[src/rtl/aes_text_loader.sv]
// Word-serial adapter around aes_cipher_top: packs four 32-bit words into text_in, pulses ld,
// then streams the captured text_out back as four words. Optional RUN timeout: AES_LOADER_TIMEOUT_EN.
module aes_text_loader #(
    parameter int WORDS       = 4,
    parameter int TIMEOUT_CYC = 64
) (
    input  logic         clk,
    input  logic         rst,
    input  logic         in_valid,
    output logic         in_ready,
    input  logic [31:0]  in_data,
    output logic         ld,
    output logic [127:0] text_in,
    input  logic         done,
    input  logic [127:0] text_out,
    output logic         out_valid,
    input  logic         out_ready,
    output logic [31:0]  out_data,
    output logic         busy,
    output logic         err
);

    if (WORDS != 4 || TIMEOUT_CYC < 1) begin : g_param_check
        $error("aes_text_loader: only WORDS=4 and TIMEOUT_CYC>=1 are supported");
    end

    typedef enum logic [1:0] {FILL, LOAD, RUN, DRAIN} state_t;

    localparam logic [1:0] LAST_WORD = 2'(WORDS - 1);

    state_t       state;
    logic [1:0]   wc;
    logic [1:0]   rc;
    logic [127:0] result;

`ifdef AES_LOADER_TIMEOUT_EN
    localparam int CNT_W = (TIMEOUT_CYC > 1) ? $clog2(TIMEOUT_CYC) : 1;
    localparam logic [CNT_W-1:0] RUN_LAST = CNT_W'(TIMEOUT_CYC - 1);
    logic [CNT_W-1:0] run_cnt;
`else
    assign err = 1'b0;
`endif

    assign in_ready = (state == FILL);
    // Word 0 of the result sits in the top 32 bits.
    assign out_data = result[32*(3 - int'(rc)) +: 32];

    always_ff @(posedge clk or negedge rst) begin
        if (!rst) begin
            state     <= FILL;
            wc        <= '0;
            rc        <= '0;
            text_in   <= '0;
            result    <= '0;
            ld        <= 1'b0;
            out_valid <= 1'b0;
            busy      <= 1'b0;
`ifdef AES_LOADER_TIMEOUT_EN
            run_cnt   <= '0;
            err       <= 1'b0;
`endif
        end else begin
            ld <= 1'b0;
            case (state)
                FILL: begin
                    if (in_valid) begin
                        text_in[32*(3 - int'(wc)) +: 32] <= in_data;
                        wc   <= wc + 1'b1;
                        busy <= 1'b1;
                        if (wc == LAST_WORD) begin
                            ld    <= 1'b1;
                            state <= LOAD;
                        end
                    end
                end
                LOAD: begin
                    state <= RUN;
`ifdef AES_LOADER_TIMEOUT_EN
                    run_cnt <= '0;
`endif
                end
                RUN: begin
                    // done takes priority over an expiry in the same cycle.
                    if (done) begin
                        result    <= text_out;
                        out_valid <= 1'b1;
                        rc        <= '0;
                        state     <= DRAIN;
                    end
`ifdef AES_LOADER_TIMEOUT_EN
                    else if (run_cnt == RUN_LAST) begin
                        err   <= 1'b1;
                        busy  <= 1'b0;
                        wc    <= '0;
                        state <= FILL;
                    end else begin
                        run_cnt <= run_cnt + 1'b1;
                    end
`endif
                end
                DRAIN: begin
                    if (out_ready) begin
                        rc <= rc + 1'b1;
                        if (rc == LAST_WORD) begin
                            out_valid <= 1'b0;
                            busy      <= 1'b0;
                            wc        <= '0;
                            state     <= FILL;
                        end
                    end
                end
                default: state <= FILL;
            endcase
        end
    end

endmodule

[config.mk]
export PLATFORM = sky130hd
export DESIGN_NAME = aes_text_loader
export DESIGN_NICKNAME = d
export VERILOG_FILES = /design/src/rtl/aes_text_loader.sv
export SDC_FILE = /design/constraint.sdc
export NUM_CORES = 1
export LEC_CHECK = 0
export CORE_MARGIN = 10
export CORE_UTILIZATION = 42
export DETAILED_ROUTE_END_ITERATION = 8
export PLACE_DENSITY = 0.75
export SYNTH_ARGS = -nofsm -noshare
export SYNTH_HDL_FRONTEND = slang
export SYNTH_SLANG_ARGS = --single-unit
export TNS_END_PERCENT = 10
[constraint.sdc]
create_clock -name clk -period 1.8 [get_ports clk]
set_input_delay 0.27 -clock clk [delete_from_list [all_inputs] [get_ports clk]]
set_output_delay 0.27 -clock clk [all_outputs]
set_load 0.01 [all_outputs]
==> results_dict.tcl <==
set metrics [dict create \
    finalHoldViolations 0 \
    cp_max_fo 4 \
    powerDensity_mw_per_mm2 1630 \
    route.detailed.drc 0 \
    failed_checks "negative setup slack" \
    routed_wl_um 32700 \
    die_h_um 180 \
    grt_pass1_vias 8087 \
    nets 1213 \
    wl_met3_um 1950 \
    area_growth_pct 49.1 \
    core_area_sq_mm 0.0251 \
    cts_tree "yes" \
    multi_input_comb_area_sq_mm 0.00389 \
    clk_pin_slew_ns 0.06 \
    ir_worst_vdd_v 0.00109 \
    dr.first_iter.drc_count 540 \
    dp_slack_ns -0.206 \
    netlist_area_sq_mm 0.0107 \
    critPathKind "reg -> out" \
    clockPowerShare_pct 21.9 \
    cts_sinks 265 \
    fmax_ghz 0.459 \
    post-route-util_pct 63.6 \
    seq_area_frac_synth_pct 61.9 \
    root_buffer "clkbuf_16" \
    ys_warn_count 0 \
    report.final.setup_viol 33 \
    r2r_slack_ns 0.02 \
    grt-ovfl-total 0 \
    drv_slew 0 \
    die_x_um 180 \
    hp-class "in -> async" \
    gp_congestion 0.824 \
    cp-end-kind "primary output" \
    dr.pass1.iters 4 \
    rsz0062_at_grt "yes" \
    vias_per_cell 5.39 \
    syn_inst 663 \
    drive_gt1_share_pct 31.3 \
    rr_worst_depth 8 \
    ys_ff_latch 265 \
    post-route-period-util_pct 121 \
    cap_viol_max_count 0 \
    crit_arrival_ns 1.91 \
    status "complete, but fails checks" \
    post_drt_wl_per_cell_um 23.5 \
    start_util_pct 42.7 \
    htreeDepth 1 \
    cp_data_required_time_ns 1.53 \
    synthTopCellsByArea "dfrtp_1, mux2_2, a22o_1" \
    met1_length_um 12700 \
    top_layer_used "met4" \
    die-area_sq_mm 0.0323 \
    seq_area_sq_mm 0.00663 \
    antenna_found_initial 4 \
    fill_cells 1908 \
    design_power_total_mw 26.0 \
    seqPwrFrac_pct 36.7 \
    vias 7501 \
    rows 58 \
    grt_max_degree 56 \
    clockBufferDepth 3 \
    switchingPower_mw 7.75 \
    syn-mean-instance-area_sq_um 16.2 \
    start_kind "flip-flop" \
    cts_buffers 29 \
    routed-wl-met2_um 17200 \
    reg2reg_from "rc[0]$_DFFE_PN0P_" \
    p_leak_nw 7.04 \
    r2r_end "state[1]$_DFFE_PN0P_" \
    internal_power_mw 18.3 \
    skew_ns 0.0147 \
    p_sw_share_pct 29.8 \
    hold-worst-slack_ns 0.271 \
    io_pins 330 \
    grt_usage_pct 19.5 \
    postLayoutSetupSlackWorst_ns -0.380 \
    combPwrFrac_pct 41.4 \
    clk_latency_ns 0.54 \
    fin_crit_ns 2.18 \
    grt_pass1_wl_um 50600 \
    dpl.hpwl_um 23300 \
    ant_nets 0 \
    yosys.area.top_type_share_pct 61.9 \
    synthDistinctLibCells 36 \
    yosysTopAreaCell "dfrtp_1" \
    fin_setup_tns_ns -11.29 \
    syn_nets 837 \
    port_buffers 328 \
]
## state kept, by name, summed over array words and instances, names as in the netlist
name / cells
state: 2
busy: 1
ld: 1
rc: 2
out_valid: 1
wc: 2
result: 128
text_in: 128
## cells by family after synthesis
kind of cell / count (synthesis) / synth area share (%)
fa+ha+maj: 9 / 1.05
other cells: 1 / 0.0350
buf+inv: 58 / 2.93
mux: 164 / 20.6
simple gates: 24 / 2.04
compound gates: 142 / 11.5
flops: 265 / 61.9
## layer usage
| layer | global-route usage (%) | vias up |
|---|---|---|
| li1 | - | 3283 |
| met1 | 23.4 | 3918 |
| met2 | 34.0 | 246 |
| met3 | 4.32 | 54 |
| met4 | 6.09 | 0 |
| met5 | 0 | - |
## worst max-delay path, cell delays in order, from the launching register on
cell     delay, ns
dfrtp_2       0.44
buf_4         0.14
buf_4         0.13
mux4_2        0.50
buf_2         0.16
## power by group through the flow
stage	clock (mW)	sequential, mW	combinational [mW]
2_1_floorplan	0	9.59	5.11
3_3_place_gp	0	9.54	10.2
3_5_place_dp	0	9.63	10.4
4_1_cts	5.83	9.55	10.6
5_1_grt	6.08	9.83	11.4
6_report	5.70	9.56	10.8
## worst max-delay path by stage
stage / start / to / slack [ns] / cells after the start
6_report: rc[0]$_DFFE_PN0P_ / out_data[22] / -0.38 / 4
5_1_grt: rc[0]$_DFFE_PN0P_ / out_data[18] / -0.44 / 4
4_1_cts: rc[0]$_DFFE_PN0P_ / out_data[18] / -0.43 / 4
3_5_place_dp: rc[0]$_DFFE_PN0P_ / out_data[31] / -0.21 / 3
3_3_place_gp: rc[0]$_DFFE_PN0P_ / out_data[1] / -0.19 / 3
2_1_floorplan: wc[0]$_DFFE_PN0P_ / text_in[38]$_DFFE_PN0P_ / -0.05 / 4
## synth_stat cells (all sizes together)
master	instances
dfrtp	265
a22o	131
mux2	130
buf	33
mux4	32
clkbuf	17
ha	9
inv	8
nand3	6
nand2	5
o21ai	3
a221o	2
mux2i	2
nand2b	2
nor2	2
nor3	2
nor4	2
nor4b	2
a21boi	1
a21oi	1
a221oi	1
conb	1
nand3b	1
nor4bb	1
o21bai	1
o22ai	1
o32a	1
or3b	1
## repair_timing
item,in CTS,in global routing
hold endpoints to repair,45,0
buffers inserted,12,0
gates resized for setup,161,26
pin swaps,0,2
endpoints found under the setup margin,49,94
hold buffers,1,0
## cells in the final DEF, fill, tap and decap left out, types with 5 or more instances in the layout
cell type,Yosys,layout
clkdlybuf4s50_1,0,286
buf_2,22,11
mux2_2,130,129
clkbuf_1,16,5
inv_1,7,6
buf_6,7,27
buf_4,4,38
clkbuf_16,0,29
mux4_2,32,32
clkbuf_8,0,7
buf_12,0,21
dlymetal6s2s_1,0,7
clkinv_2,0,6
a22o_1,131,131
dfrtp_1,265,263
## metrics by stage
stage / cell area (sq um) / std cells
5_1_grt: 16000 / 1392
2_1_floorplan: 10700 / 663
6_report: 16000 / 1392
3_5_place_dp: 14800 / 1325
4_1_cts: 15800 / 1388
3_3_place_gp: 14800 / 1325
## final cells by class
class                           instances  share of cell area, %
Clock buffer                           41                   5.27
Timing Repair Buffer                  395                   25.5
Clock inverter                          9                  0.486
Sequential cell                       265                   41.5
Antenna cell                            4                 0.0627
Inverter                                8                  0.188
Tap cell                              330                   2.59
Multi-Input combinational cell        340                   24.4
No activity file was read; power rests on OpenSTA's default activity.
